===== config.mk =====
export PLATFORM = sky130hd
export DESIGN_NAME = joy_shift_reader
export DESIGN_NICKNAME = d
export VERILOG_FILES = /design/src/rtl/joy_shift_reader.sv
export SDC_FILE = /design/constraint.sdc
export NUM_CORES = 1
export LEC_CHECK = 0
export ABC_AREA = 1
export ABC_CLOCK_PERIOD_IN_PS = 1600
export CAP_MARGIN = 20
export CORE_MARGIN = 1.5
export CORE_UTILIZATION = 50
export CTS_CLUSTER_SIZE = 30
export DETAILED_ROUTE_END_ITERATION = 10
export PLACE_DENSITY_LB_ADDON = 0.1
export SLEW_MARGIN = 20
export SYNTH_ARGS = -nofsm -noshare
export SYNTH_HDL_FRONTEND = slang
export SYNTH_SLANG_ARGS = --single-unit
export TNS_END_PERCENT = 20

===== constraint.sdc =====
create_clock -name clk -period 1.6 [get_ports clk]
set_input_delay 0.16 -clock clk [delete_from_list [all_inputs] [get_ports clk]]
set_output_delay 0.16 -clock clk [all_outputs]
set_load 0.005 [all_outputs]

===== src/rtl/joy_shift_reader.sv =====
`timescale 1ns/1ps
// ---------------------------------------------------------------------------
// joy_shift_reader
//
// Reads a chain of PLAYERS parallel-in/serial-out controller shift registers
// over one serial line. Each frame strobes JOY_LOAD low and then clocks out
// PLAYERS*BITS bits with JOY_CLK. The bits collect in a shadow register, and
// that register is copied to the joystick output in a single COMMIT cycle.
//
// Optional feature (macro JOY_DEBOUNCE_EN): two-frame debounce. A joystick
// bit changes only when the current frame and the previous frame agree on
// its value.
//
// Parameters:
//   PLAYERS    controllers on the chain (1..4)
//   BITS       buttons per controller (4..16)
//   DIV        clk cycles per serial half-period (2..255)
//   ACTIVE_LOW 1: the line is inverted before storage (pressed reads as 1)
//
// Ports:
//   clk          system clock
//   reset_n      asynchronous active-low reset
//   enable       lets a new frame start (looked at only in IDLE)
//   JOY_LOAD     parallel-load strobe to the shift register, active low
//   JOY_CLK      serial shift clock to the shift register
//   JOY_DATA     serial data from the shift register
//   joystick     committed button state, player p at [p*BITS +: BITS]
//   frame_done   one-cycle pulse in the first cycle that shows new joystick
//   busy         high from LOAD entry through COMMIT
//   o_dbg_state  current FSM state (debug)
//
// Handshake: there is no backpressure. frame_done is a pure strobe.
// joystick is valid at all times and changes only in the cycle where
// frame_done is high.
// ---------------------------------------------------------------------------
module joy_shift_reader #(
    parameter int PLAYERS    = 2,
    parameter int BITS       = 12,
    parameter int DIV        = 16,
    parameter int ACTIVE_LOW = 1
) (
    input  logic                    clk,
    input  logic                    reset_n,
    input  logic                    enable,
    output logic                    JOY_LOAD,
    output logic                    JOY_CLK,
    input  logic                    JOY_DATA,
    output logic [PLAYERS*BITS-1:0] joystick,
    output logic                    frame_done,
    output logic                    busy,
    output logic [2:0]              o_dbg_state
);

    localparam int   NBITS = PLAYERS * BITS;
    localparam int   KW    = $clog2(NBITS);
    localparam logic INV   = (ACTIVE_LOW != 0);

    typedef enum logic [2:0] {
        S_IDLE     = 3'd0,
        S_LOAD     = 3'd1,
        S_SHIFT_LO = 3'd2,
        S_SHIFT_HI = 3'd3,
        S_COMMIT   = 3'd4
    } state_t;

    state_t            r_state;
    state_t            w_next;
    logic [7:0]        r_cnt;
    logic              w_tick;
    logic              w_last;
    logic              w_bit;
    logic [KW-1:0]     r_k;
    logic [NBITS-1:0]  r_shadow;
    logic [NBITS-1:0]  r_joystick;
    logic              r_frame_done;

    assign w_tick = (r_cnt == 8'(DIV - 1));
    assign w_last = (r_k == KW'(NBITS - 1));
    assign w_bit  = JOY_DATA ^ INV;

    // State register
    always_ff @(posedge clk or negedge reset_n) begin
        if (!reset_n) begin
            r_state <= S_IDLE;
        end else begin
            r_state <= w_next;
        end
    end

    // Next state and strobe decode
    always_comb begin
        w_next   = r_state;
        JOY_LOAD = 1'b1;
        JOY_CLK  = 1'b0;
        busy     = 1'b1;
        case (r_state)
            S_IDLE: begin
                busy = 1'b0;
                if (enable) w_next = S_LOAD;
            end
            S_LOAD: begin
                JOY_LOAD = 1'b0;
                if (w_tick) w_next = S_SHIFT_LO;
            end
            S_SHIFT_LO: begin
                if (w_tick) w_next = S_SHIFT_HI;
            end
            S_SHIFT_HI: begin
                JOY_CLK = 1'b1;
                if (w_tick) w_next = w_last ? S_COMMIT : S_SHIFT_LO;
            end
            S_COMMIT: begin
                w_next = S_IDLE;
            end
            default: begin
                w_next = S_IDLE;
                busy   = 1'b0;
            end
        endcase
    end

    // Every timed state leaves on its tick. Clearing on the tick is therefore
    // the same as clearing on entry. IDLE and COMMIT hold the counter at zero,
    // so LOAD always starts from a clean count.
    always_ff @(posedge clk or negedge reset_n) begin
        if (!reset_n) begin
            r_cnt <= 8'd0;
        end else if (r_state == S_IDLE || r_state == S_COMMIT || w_tick) begin
            r_cnt <= 8'd0;
        end else begin
            r_cnt <= r_cnt + 8'd1;
        end
    end

`ifdef JOY_DEBOUNCE_EN
    logic [NBITS-1:0] r_prev;
    logic [NBITS-1:0] w_agree;
    assign w_agree = ~(r_shadow ^ r_prev);
`endif

    always_ff @(posedge clk or negedge reset_n) begin
        if (!reset_n) begin
            r_k          <= '0;
            r_shadow     <= '0;
            r_joystick   <= '0;
            r_frame_done <= 1'b0;
`ifdef JOY_DEBOUNCE_EN
            r_prev       <= '0;
`endif
        end else begin
            r_frame_done <= (r_state == S_COMMIT);
            if (r_state == S_LOAD) begin
                r_k <= '0;
            end else if (r_state == S_SHIFT_HI && w_tick && !w_last) begin
                r_k <= r_k + 1'b1;
            end
            // Sample at the end of the low phase, just before the rising
            // JOY_CLK edge that shifts the next bit out.
            if (r_state == S_SHIFT_LO && w_tick) begin
                r_shadow[r_k] <= w_bit;
            end
            if (r_state == S_COMMIT) begin
`ifdef JOY_DEBOUNCE_EN
                r_joystick <= (r_joystick & ~w_agree) | (r_shadow & w_agree);
                r_prev     <= r_shadow;
`else
                r_joystick <= r_shadow;
`endif
            end
        end
    end

    assign joystick    = r_joystick;
    assign frame_done  = r_frame_done;
    assign o_dbg_state = r_state;

endmodule

==> summary.txt <==
Slew Viols, Final - 0
First-pass GRT wire length - 10.1 mm
Clock Path Buffers - 2
HPWL after detailed placement - 4.01 mm
Max-cap violations - 0
Clock Pin Slew Worst Setup and Hold Paths - 70 ps
WL/cell - 12.1 microns
IO Port Bufs - 34
Power Total - 3.10 mW
FMAX - 641 MHz
Routability cong. - 0.836
Max_slew headroom - 71.0%
Crit path required time - 1440 ps
Post-route DRC - 0
Layout cells sized above 1 - 11.0%
Number of synthesized register bits - 65
Root Driver - clkbuf_8
VDD IR max - 0.531 mV
CORE AREA - 0.00585 sq mm
Seq/Total Area, Yosys - 54.3%
Number of DRC markers in iteration 0 - 117
Clk_skew - 6.14 ps
Tcrit/Tclk final - 97.5%
Synth Area per Inst - 8.19 sq um
Ys Warns - 0
GR Util All Layers - 20.7%
Yosys cell types - 23
Vias in the first global route - 2276
Final Setup Violations - 0
Worst hold path class - in2async
# clock sinks - 65
Post-Syn Area - 0.00300 sq mm
LEAKAGE - 1.83 nW
H-tree Lvls - 3
Largest net degree at the start of global routing - 34
Met1 wire length - 2.97 mm
Fin util - 63.2%
Die height - 80.4 microns
Power Dens Cells - 840 mW/mm^2
Nets - 423
Setup CP Type - reg2out
Drt first pass iters - 4
Die area - 0.00647 sq mm
Top sig layer - met4
Initial Utilization - 51.2%
Vias - 2453
Clock latency on the worst-skew pair - 340 ps
Worst EP arrival - 1400 ps
Status - completed
Syn Nets - 375
Synth Instances - 366
Initial antenna violation count - 0
Antenna Nets Post-Route - 0
Row count - 28
Post-Route WL - 5.98 mm
Die width - 80.4 microns
ANT cells - 0
Inserted Clock Buffers - 9
Placed Area - 0.00347 sq mm
CP Launch Type - flop
CTS tree - done
Slew of the pin with the lowest slew margin - 435 ps
Grt total ovfl - 0
Met2 WL - 2.58 mm
Vias/cell - 4.98
Minimum clock period - 1560 ps
Crit Path Max Fanout - 4
Cell area after layout - 0.00369 sq mm
Met3 wire len - 252 microns
RSZ-0062 raised after global routing - false
Hold Vio Cnt, Final - 0
Critical path endpoint category - output port
Final TNS setup - 0 ps
I/O Pins - 35
Layout Area Growth over Synthesis - 23.2%
-- cell usage after synthesis --
library cell | n | area share, %
dfrtp_1 | 65 | 54
clkbuf_1 | 2 | 0.25
nor2_2 | 2 | 0.42
buf_6 | 4 | 1.5
a21oi_1 | 2 | 0.33
xor2_1 | 2 | 0.58
buf_4 | 4 | 1.0
nand2_1 | 128 | 16
nand3_1 | 44 | 7.3
or2_2 | 2 | 0.42
nor3_1 | 1 | 0.17
nand2_2 | 1 | 0.21
nand4_1 | 4 | 0.83
o21ai_0 | 5 | 0.83
inv_1 | 21 | 2.6
o21ai_1 | 21 | 3.5
ha_1 | 5 | 2.1
nand3_2 | 1 | 0.33
inv_2 | 4 | 0.50
nor2_4 | 2 | 0.75
nor2_1 | 44 | 5.5
nor3_2 | 1 | 0.33
buf_2 | 1 | 0.17
-- where the power goes --
group	internal [mW]	total, mW	switching [mW]
logic	0.0153	0.0591	0.0437
registers	1.64	1.64	0.000650
clock network	0.798	1.40	0.601
-- placed cells by master (no fill, tap or decap), drive strengths merged --
master | Yosys | layout
ha | 5 | 5
buf | 9 | 14
clkbuf | 2 | 14
dlygate4sd3 | 0 | 1
clkdlybuf4s50 | 0 | 30
nand4 | 4 | 4
clkinvlp | 0 | 1
xor2 | 2 | 2
inv | 25 | 25
dlygate4sd2 | 0 | 2
dfrtp | 65 | 65
nand2 | 129 | 129
nand3 | 45 | 45
o21ai | 26 | 26
nor2 | 48 | 48
a21oi | 2 | 2
nor3 | 2 | 2
bufinv | 0 | 1
or2 | 2 | 2
-- state kept, by name, summed over array words and instances, names as in the netlist --
name and flops:
r_shadow 24, joystick 24, frame_done 1, r_k 5
r_cnt 8, o_dbg_state 3
-- worst max-delay path, cell delays in order, from the launching register on --
cell and delay [ps]:
dfrtp_1 390, buf_4 170, clkdlybuf4s50_1 500
-- worst paths after layout --
check / start / end / slack (ps) / cells after the start
max: o_dbg_state[2] / o_dbg_state[2] / 40 / 2
min: reset_n / joystick[21] / 290 / 2
max reg2reg: r_k[0] / o_dbg_state[1] / 140 / 6
min reg2reg: r_cnt[0] / r_cnt[0] / 460 / 1
max in group asynchronous: reset_n / joystick[1] / 720 / 3
min in group clk: r_cnt[0] / r_cnt[0] / 460 / 1
-- what timing repair did --
action / in CTS / in global routing
endpoints found under the hold margin: 16 / 0
endpoints found under the setup margin: 3 / 41
buffers inserted: 1 / 0
gates resized for setup: 7 / 6
hold buffers: 1 / 0
cloned: 0 / 0
pin swaps: 2 / 1
-- stage by stage --
step                std cells  hold WS (ps)  worst slack (ps)
finish                    493           294              40.3
global placement          476           113               106
detailed placement        476           127              34.0
CTS                       493           294             -7.66
global route              493           332              3.69
floorplan                 366          -136               250
-- layout make-up --
class	count	area [sq um]
inverters	25	96.3
multi-input cells	265	1210
flip-flops and latches	65	1630
repair buffers	48	473
clock buffers	13	159
clock inverters	2	37.5
fillers	522	2160
well taps	75	93.8
-- metal layers --
layer / vias to the layer above / GRT usage [%]
li1: 1260 / -
met2: 53 / 32.4
met4: 0 / 11.9
met3: 16 / 3.07
met1: 1124 / 27.5
met5: - / 0
-- kinds of logic after synthesis --
| family | synth area share, % |
|---|---|
| fa+ha+maj | 2.09 |
| simple gates | 32.3 |
| xor+xnor | 0.584 |
| flops | 54.3 |
| buf+inv | 6.05 |
| compound gates | 4.67 |
Power figures use the tool's default switching activity.
